===== src/rtl/priority_encoder_8_3_seq.sv =====
// priority_encoder_8_3_seq
// Sequential 8-to-3 priority encoder with valid/ready handshakes on both sides.
// One request vector is captured per input handshake. The block then emits one
// output beat per asserted bit, in priority order, carrying that bit's index.
// An empty vector produces a single beat with out_gs=0.
// The ACT_LOW parameter selects the input polarity. With ACT_LOW=1, a 0 bit is a
// request, matching the active-low decoder outputs.
// Optional build macro PRIORITY_ENCODER_LSB_FIRST_EN: when defined, index 0 is
// emitted first instead of index 7.
// All outputs come straight from flops. Their next values are derived from the
// next-state pending mask, so there is no combinational path from any input to
// any output.

module priority_encoder_8_3_seq #(
  parameter bit ACT_LOW = 1'b1
) (
  input  logic       clk,
  input  logic       rst,
  input  logic       in_valid,
  output logic       in_ready,
  input  logic [7:0] in_req,
  output logic       out_valid,
  input  logic       out_ready,
  output logic [2:0] out_code,
  output logic       out_gs,
  output logic       out_last
);

  typedef enum logic [0:0] {
    S_IDLE = 1'b0,
    S_EMIT = 1'b1
  } state_t;

  state_t     state_q, state_d;
  logic [7:0] pend_q, pend_d;
  logic       in_ready_q, in_ready_d;
  logic       out_valid_q, out_valid_d;
  logic [2:0] out_code_q, out_code_d;
  logic       out_gs_q, out_gs_d;
  logic       out_last_q, out_last_d;

  // Index of the highest set bit (0 when the vector is empty).
  function automatic logic [2:0] msb_index(input logic [7:0] v);
    logic [2:0] idx;
    idx = 3'd0;
    for (int i = 0; i < 8; i++) begin
      if (v[i]) idx = 3'(i);
    end
    return idx;
  endfunction

  // Index of the lowest set bit (0 when the vector is empty).
  function automatic logic [2:0] lsb_index(input logic [7:0] v);
    logic [2:0] idx;
    idx = 3'd0;
    for (int i = 7; i >= 0; i--) begin
      if (v[i]) idx = 3'(i);
    end
    return idx;
  endfunction

  // True when at most one bit is set. The empty vector also counts as final.
  function automatic logic at_most_one(input logic [7:0] v);
    return ((v & (v - 8'd1)) == 8'd0);
  endfunction

  // Selects the bit that is emitted next, according to the build's order.
  function automatic logic [2:0] pick_index(input logic [7:0] v);
`ifdef PRIORITY_ENCODER_LSB_FIRST_EN
    return lsb_index(v);
`else
    return msb_index(v);
`endif
  endfunction

  // Next-state logic, plus the next output values decoded from next state.
  always_comb begin
    state_d     = state_q;
    pend_d      = pend_q;
    in_ready_d  = 1'b1;
    out_valid_d = 1'b0;
    out_code_d  = 3'd0;
    out_gs_d    = 1'b0;
    out_last_d  = 1'b0;

    case (state_q)
      S_IDLE: begin
        if (in_valid) begin
          pend_d  = ACT_LOW ? ~in_req : in_req;
          state_d = S_EMIT;
        end else begin
          pend_d  = 8'd0;
          state_d = S_IDLE;
        end
      end
      S_EMIT: begin
        if (out_ready) begin
          if (out_last_q) begin
            pend_d  = 8'd0;
            state_d = S_IDLE;
          end else begin
            // Drop the bit that just transferred; the next one becomes current.
            pend_d  = pend_q & ~(8'd1 << out_code_q);
            state_d = S_EMIT;
          end
        end else begin
          pend_d  = pend_q;
          state_d = S_EMIT;
        end
      end
      default: begin
        pend_d  = 8'd0;
        state_d = S_IDLE;
      end
    endcase

    if (state_d == S_EMIT) begin
      in_ready_d  = 1'b0;
      out_valid_d = 1'b1;
      out_code_d  = pick_index(pend_d);
      out_gs_d    = |pend_d;
      out_last_d  = at_most_one(pend_d);
    end else begin
      in_ready_d  = 1'b1;
      out_valid_d = 1'b0;
      out_code_d  = 3'd0;
      out_gs_d    = 1'b0;
      out_last_d  = 1'b0;
    end
  end

  // State and pending-mask registers, with synchronous reset.
  always_ff @(posedge clk) begin
    if (rst) begin
      state_q <= S_IDLE;
      pend_q  <= 8'd0;
    end else begin
      state_q <= state_d;
      pend_q  <= pend_d;
    end
  end

  // Registered handshake and beat outputs, with synchronous reset.
  always_ff @(posedge clk) begin
    if (rst) begin
      in_ready_q  <= 1'b1;
      out_valid_q <= 1'b0;
      out_code_q  <= 3'd0;
      out_gs_q    <= 1'b0;
      out_last_q  <= 1'b0;
    end else begin
      in_ready_q  <= in_ready_d;
      out_valid_q <= out_valid_d;
      out_code_q  <= out_code_d;
      out_gs_q    <= out_gs_d;
      out_last_q  <= out_last_d;
    end
  end

  assign in_ready  = in_ready_q;
  assign out_valid = out_valid_q;
  assign out_code  = out_code_q;
  assign out_gs    = out_gs_q;
  assign out_last  = out_last_q;

endmodule


===== config.mk =====
export PLATFORM = sky130hd
export DESIGN_NAME = priority_encoder_8_3_seq
export DESIGN_NICKNAME = d
export VERILOG_FILES = /design/src/rtl/priority_encoder_8_3_seq.sv
export SDC_FILE = /design/constraint.sdc
export NUM_CORES = 1
export LEC_CHECK = 0
export ABC_AREA = 0
export CORE_MARGIN = 3
export CORE_UTILIZATION = 52
export DETAILED_ROUTE_END_ITERATION = 10
export GPL_TIMING_DRIVEN = 0
export MAX_ROUTING_LAYER = met4
export PLACE_DENSITY = 0.92
export SLEW_MARGIN = 20
export SYNTH_ARGS = -nofsm -noshare
export SYNTH_HDL_FRONTEND = slang
export SYNTH_SLANG_ARGS = --single-unit
export TNS_END_PERCENT = 1

===== constraint.sdc =====
create_clock -name clk -period 2.6 [get_ports clk]
set_input_delay 0.52 -clock clk [delete_from_list [all_inputs] [get_ports clk]]
set_output_delay 0.52 -clock clk [all_outputs]
set_load 0.05 [all_outputs]

==> metrics.txt, run 1 <==
Pleak 0.000402 uW; Pre-antenna DRT Iters 4; num rows 14; CP delay by family, top buffers and inverters; Sum Neg Setup Slack 0 ns; relative slew slack 60.1%; Worst IR Drop VDD 442 uV; dominant synthesized flop cell dfxtp_1; global-route wire length before repair 3860 um; setup violators final 0; Post-Syn Nets 108; Pwr Density 553 nW/um^2; clock-pin slew on the worst setup and hold paths 0.09 ns; WL/cell 18.1 um; Mapped Cells 96; GP Congestion 0.891; IO Port Bufs 17; post-CTS resize count 0; status finished, final reports clean; reg-to-reg endpoint out_last$_SDFF_PP0_; EDFF count, synth 0; die height 47.2 um; pin count of the biggest net entering global routing 11; worst reg2reg setup slack 0.77 ns; global-route usage over all layers 25.5%; share of cells above drive strength 1 15.4%; CTS tree yes; antenna violations before repair 0; clock buffer count from CTS 3; Least-Margin Pin Slew 0.596 ns; Cell variety after synth 41; most common cell after layout, fill and taps aside clkdlybuf4s50_1; CTS Hold Bufs 0; post-route minimum period 2.24 ns; RR Startpoint out_code[0]$_SDFF_PP0_; CP Class flip-flop to output pin; CORE AREA 1540 um^2; DRC errors left 0; Slowest cell on crit path clkdlybuf4s50_1; final WL 2400 um; Worst setup EP type output pin; Crit. path cell count 1; synthesized flop and latch total 15; Required @ worst endpoint 2.08 ns; most frequent cells in the layout clkdlybuf4s50_1, dfxtp_1, nor2_1, a21oi_1, a31oi_1; CP Launch Type flip-flop; post-synthesis cell area 881 um^2; clock latency on the worst-skew pair 0.30 ns; vias 914; worst-path maximum fanout 10; sequential-to-total area share from yosys stat 34.1%; Final Max Tran Viols 0; clk sinks 15; H-tree Lvls 1; Final Skew 0.00476 ns; die area 2220 um^2; worst path arrival time 1.72 ns; Max Fclk 447 MHz; FFs w/ async S/R, synth 0%; Worst Setup SP out_code[0]$_SDFF_PP0_; CP Capture Point out_code[0]; Final Cycle Share 86.0%; Crit path buffers/inverters 1; RSZ-0062 raised after global routing false; worst-case clock buffer depth 2; R2R cell count 5; global route overflow 0; Ys Warns 0; initial core utilization 57.1%; die width 47.2 um; Net count, final 130; crit-path max cell delay 0.87 ns; clock root buffer clkbuf_4; setup bufs post-CTS 0; Antenna diodes 0; HP Class input pin to flip-flop; Detail Placement HPWL 1760 um; Initial DRC Count 26; final hold slack 0.572 ns; vias per inst 6.87; crit-path cells clkdlybuf4s50_1; vias in the first global route 833; Avg Synthesized Cell Area 9.18 um^2; Ports 19; Hold Fails Final Rpt 0; synthesis-to-finish area growth 24.7%; Max Cap Violations 0; Detail Route Antenna Nets 0
==> sequential cells by signal (all words and copies together) (netlist names) <==
register / count
pend_q: 8
out_last: 1
out_code: 3
out_gs: 1
in_ready: 1
state_q: 1
==> metal layers <==
layer | track usage (%) | share of wire, % | vias to the layer above
met5 | - | 0 | -
met2 | 37.4 | 48 | 60
li1 | - | - | 422
met4 | 11.0 | 1.7 | 0
met3 | 4.21 | 11 | 4
met1 | 34.4 | 40 | 428
==> cell type report <==
class / instances / area, um^2
clock inverter: 1 / 5.00
sequential: 15 / 300
inverter: 4 / 15.0
buffer: 4 / 37.5
tap: 16 / 20.0
multi-input combinational: 73 / 528
clock buffer: 3 / 22.5
timing repair buffer: 17 / 170
fill: 122 / 443
==> logic make-up after synthesis <==
| logic type | count (synthesis) | share of synthesized area [%] |
|---|---|---|
| buffers and inverters | 8 | 5.96 |
| DFF | 15 | 34.1 |
| AOI/OAI and AO/OA | 39 | 36.5 |
| and+or+nand+nor | 34 | 23.4 |
==> metrics by stage <==
stage	total power, uW	util (%)	instances	instance area, um^2	worst slack (ns)
after floorplan	402	-	96	881	0.753
after global placement	461	69.5	129	1070	0.287
after detailed placement	469	69.5	129	1070	0.248
after CTS	609	71.3	133	1100	0.385
after global routing	632	71.3	133	1100	0.333
final	608	71.3	133	1100	0.364
==> report_power, final <==
part	total [uW]	internal, uW	switching (uW)
logic	204	83.1	121
clock network	140	57.4	82.7
registers	264	247	17.1
==> synth_stat cells, drive strengths merged, types with 2 or more instances <==
master	number	share of area, %
nand4b	2	2.0
nand2b	2	1.4
nor3b	2	1.7
buf	4	4.3
o32a	3	3.7
o21ai	4	2.3
nand4	3	2.1
a31oi	6	4.3
a21oi	6	3.4
dfxtp	15	34
a21o	3	2.7
o21a	2	1.7
nand2	2	0.85
inv	4	1.7
a221oi	2	3.4
o32ai	2	2.0
nor2	14	6.0
and4bb	2	2.8
==> how the worst min path moves through the flow <==
stage	start	depth (start not counted)	end
2_1_floorplan	pend_q[5]$_SDFF_PP0_	2	pend_q[5]$_SDFF_PP0_
4_1_cts	rst	2	pend_q[3]$_SDFF_PP0_
5_1_grt	rst	2	pend_q[6]$_SDFF_PP0_
3_3_place_gp	pend_q[5]$_SDFF_PP0_	2	pend_q[5]$_SDFF_PP0_
6_report	rst	2	pend_q[2]$_SDFF_PP0_
3_5_place_dp	pend_q[5]$_SDFF_PP0_	2	pend_q[5]$_SDFF_PP0_
Note: power is estimated with default switching activity, not from simulation.
==> run 2: changes to the inputs <==
--- a/config.mk
+++ b/config.mk
@@ -11,7 +11,8 @@
 export DETAILED_ROUTE_END_ITERATION = 10
 export GPL_TIMING_DRIVEN = 0
 export MAX_ROUTING_LAYER = met4
-export PLACE_DENSITY = 0.92
+export PLACE_DENSITY = 0.87
+export REMOVE_ABC_BUFFERS = 1
 export SLEW_MARGIN = 20
 export SYNTH_ARGS = -nofsm -noshare
 export SYNTH_HDL_FRONTEND = slang
==> run 2 against run 1 <==
  * Sequential power grew 2%
  * Global-route usage shrank 1.5 points
  * Clock-buffer cell count grew 1
  * Critical endpoint is now out_last$_SDFF_PP0_
  * Highest routed layer unchanged
==> metrics.txt, run 2 (synthesis gave the netlist of run 1 again) <==
Final Max Tran Viols 0 (unchanged); vias 876 (was 914); initial core utilization 57.1% (unchanged); worst path arrival time 2.54 ns (was 1.72 ns); post-route minimum period 2.33 ns (was 2.24 ns); global-route wire length before repair 3640 um (was 3860 um); Max Fclk 429 MHz (was 447 MHz); CORE AREA 1540 um^2 (unchanged); die width 47.2 um (unchanged); final setup margin 0.271 ns (was 0.364 ns); DRC errors left 0 (unchanged); Required @ worst endpoint 2.81 ns (was 2.08 ns); clock-pin slew on the worst setup and hold paths 0.09 ns (about the same); H-tree Lvls 1 (unchanged); status finished, final reports clean (unchanged); CP Launch Type input pin (was flip-flop); clock buffer count from CTS 3 (unchanged); die height 47.2 um (unchanged); Pleak 0.000384 uW (was 0.000402 uW); Initial DRC Count 29 (was 26); final WL 2280 um (was 2400 um); RSZ-0062 raised after global routing false (unchanged); share of cells above drive strength 1 12.3% (was 15.4%); Sum Neg Setup Slack 0 ns (unchanged); most common cell after layout, fill and taps aside clkdlybuf4s50_1 (unchanged); antenna violations before repair 0 (unchanged); setup violators final 0 (unchanged); worst-case clock buffer depth 2 (unchanged); num rows 14 (unchanged); crit-path max cell delay 0.74 ns (was 0.87 ns); CP Class input pin to flip-flop (was flip-flop to output pin); Max Cap Violations 0 (unchanged); Pwr Density 550 nW/um^2 (was 553 nW/um^2); clock root buffer clkbuf_4 (unchanged); crit-path cells clkdlybuf4s50_1 > a21boi_2 > a31oi_1 > nand4_1 > a221oi_2 (was clkdlybuf4s50_1); Detail Route Antenna Nets 0 (unchanged); Net count, final 127 (was 130); global route overflow 0 (unchanged); Final Cycle Share 89.6% (was 86.0%); Pre-antenna DRT Iters 4 (unchanged); pin count of the biggest net entering global routing 15 (was 11); fillers 114 (was 122); clock latency on the worst-skew pair 0.28 ns (was 0.30 ns); CTS Hold Bufs 0 (unchanged); relative slew slack 60.5% (was 60.1%); setup bufs post-CTS 0 (unchanged); clk sinks 15 (unchanged); GP Congestion 0.868 (was 0.891); worst-path maximum fanout 11 (was 10); max reg flops 8 (unchanged); WL/cell 17.5 um (was 18.1 um); HP Class flip-flop to flip-flop (was input pin to flip-flop); Final Skew 0.0119 ns (was 0.00476 ns); die area 2220 um^2 (unchanged); Least-Margin Pin Slew 0.590 ns (was 0.596 ns); Slowest cell on crit path clkdlybuf4s50_1 (unchanged); IO Port Bufs 18 (was 17); CTS tree yes (unchanged); vias in the first global route 815 (was 833); Hold Fails Final Rpt 0 (unchanged); largest reg by FF count pend_q (unchanged); synthesis-to-finish area growth 21.4% (was 24.7%); Detail Placement HPWL 1600 um (was 1760 um); Antenna diodes 0 (unchanged); global-route usage over all layers 24.1% (was 25.5%); Worst IR Drop VDD 361 uV (was 442 uV); vias per inst 6.74 (was 6.87); most frequent cells in the layout clkdlybuf4s50_1, dfxtp_1, nor2_1, a21oi_1, a31oi_1 (unchanged); post-CTS resize count 0 (unchanged); Worst setup EP type flip-flop (was output pin); Ports 19 (unchanged); pre-CTS setup slack 0.0492 ns (was 0.248 ns)
run 2: metal layers:
metal  vias up  global-route usage (%)  wire, um
li1        419                       -         -
met1       405                    30.8       981
met2        47                    37.7      1090
met3         5                    6.90       173
met4         0                    4.97        29
met5         -                       -         0
run 2: path summary, 6_finish.rpt:
path / startpoint / end / slack [ns] / depth (start not counted)
setup / recovery: out_ready / out_last$_SDFF_PP0_ / 0.27 / 5
hold / removal: pend_q[5]$_SDFF_PP0_ / pend_q[5]$_SDFF_PP0_ / 0.63 / 2
setup reg to reg: state_q$_SDFF_PP0_ / out_last$_SDFF_PP0_ / 0.61 / 5
hold reg to reg: pend_q[5]$_SDFF_PP0_ / pend_q[5]$_SDFF_PP0_ / 0.63 / 2
run 2: per-stage QoR:
step	area [um^2]	util (%)	cells	total power, uW	hold slack [ns]
after global placement	1040	67.7	126	456	0.595
after global routing	1070	69.4	130	619	0.663
final	1070	69.4	130	588	0.632
after CTS	1070	69.4	130	589	0.631
after detailed placement	1040	67.7	126	459	0.608
after floorplan	843	-	92	391	0.540
run 2: layout make-up:
cell class / instances / area [um^2] / area share, %
Inverter: 4 / 15.0 / 1.40
Multi-Input combinational cell: 73 / 528 / 49.4
Tap cell: 16 / 20.0 / 1.87
Sequential cell: 15 / 300 / 28.1
Timing Repair Buffer: 18 / 180 / 16.8
Clock buffer: 4 / 26.3 / 2.46
run 2: where the power goes:
group	internal, uW	switching [uW]	total, uW
clock network	59.5	70.7	130
registers	247	21.1	268
logic	77.5	112	190
total	384	204	588
run 2: critical path: cells and delay by family:
kind | cells | cell delay [ns]
AO/OA/AOI/OAI | 3 | 1.06
buffers and inverters | 1 | 0.74
AND/OR/NAND/NOR | 1 | 0.20
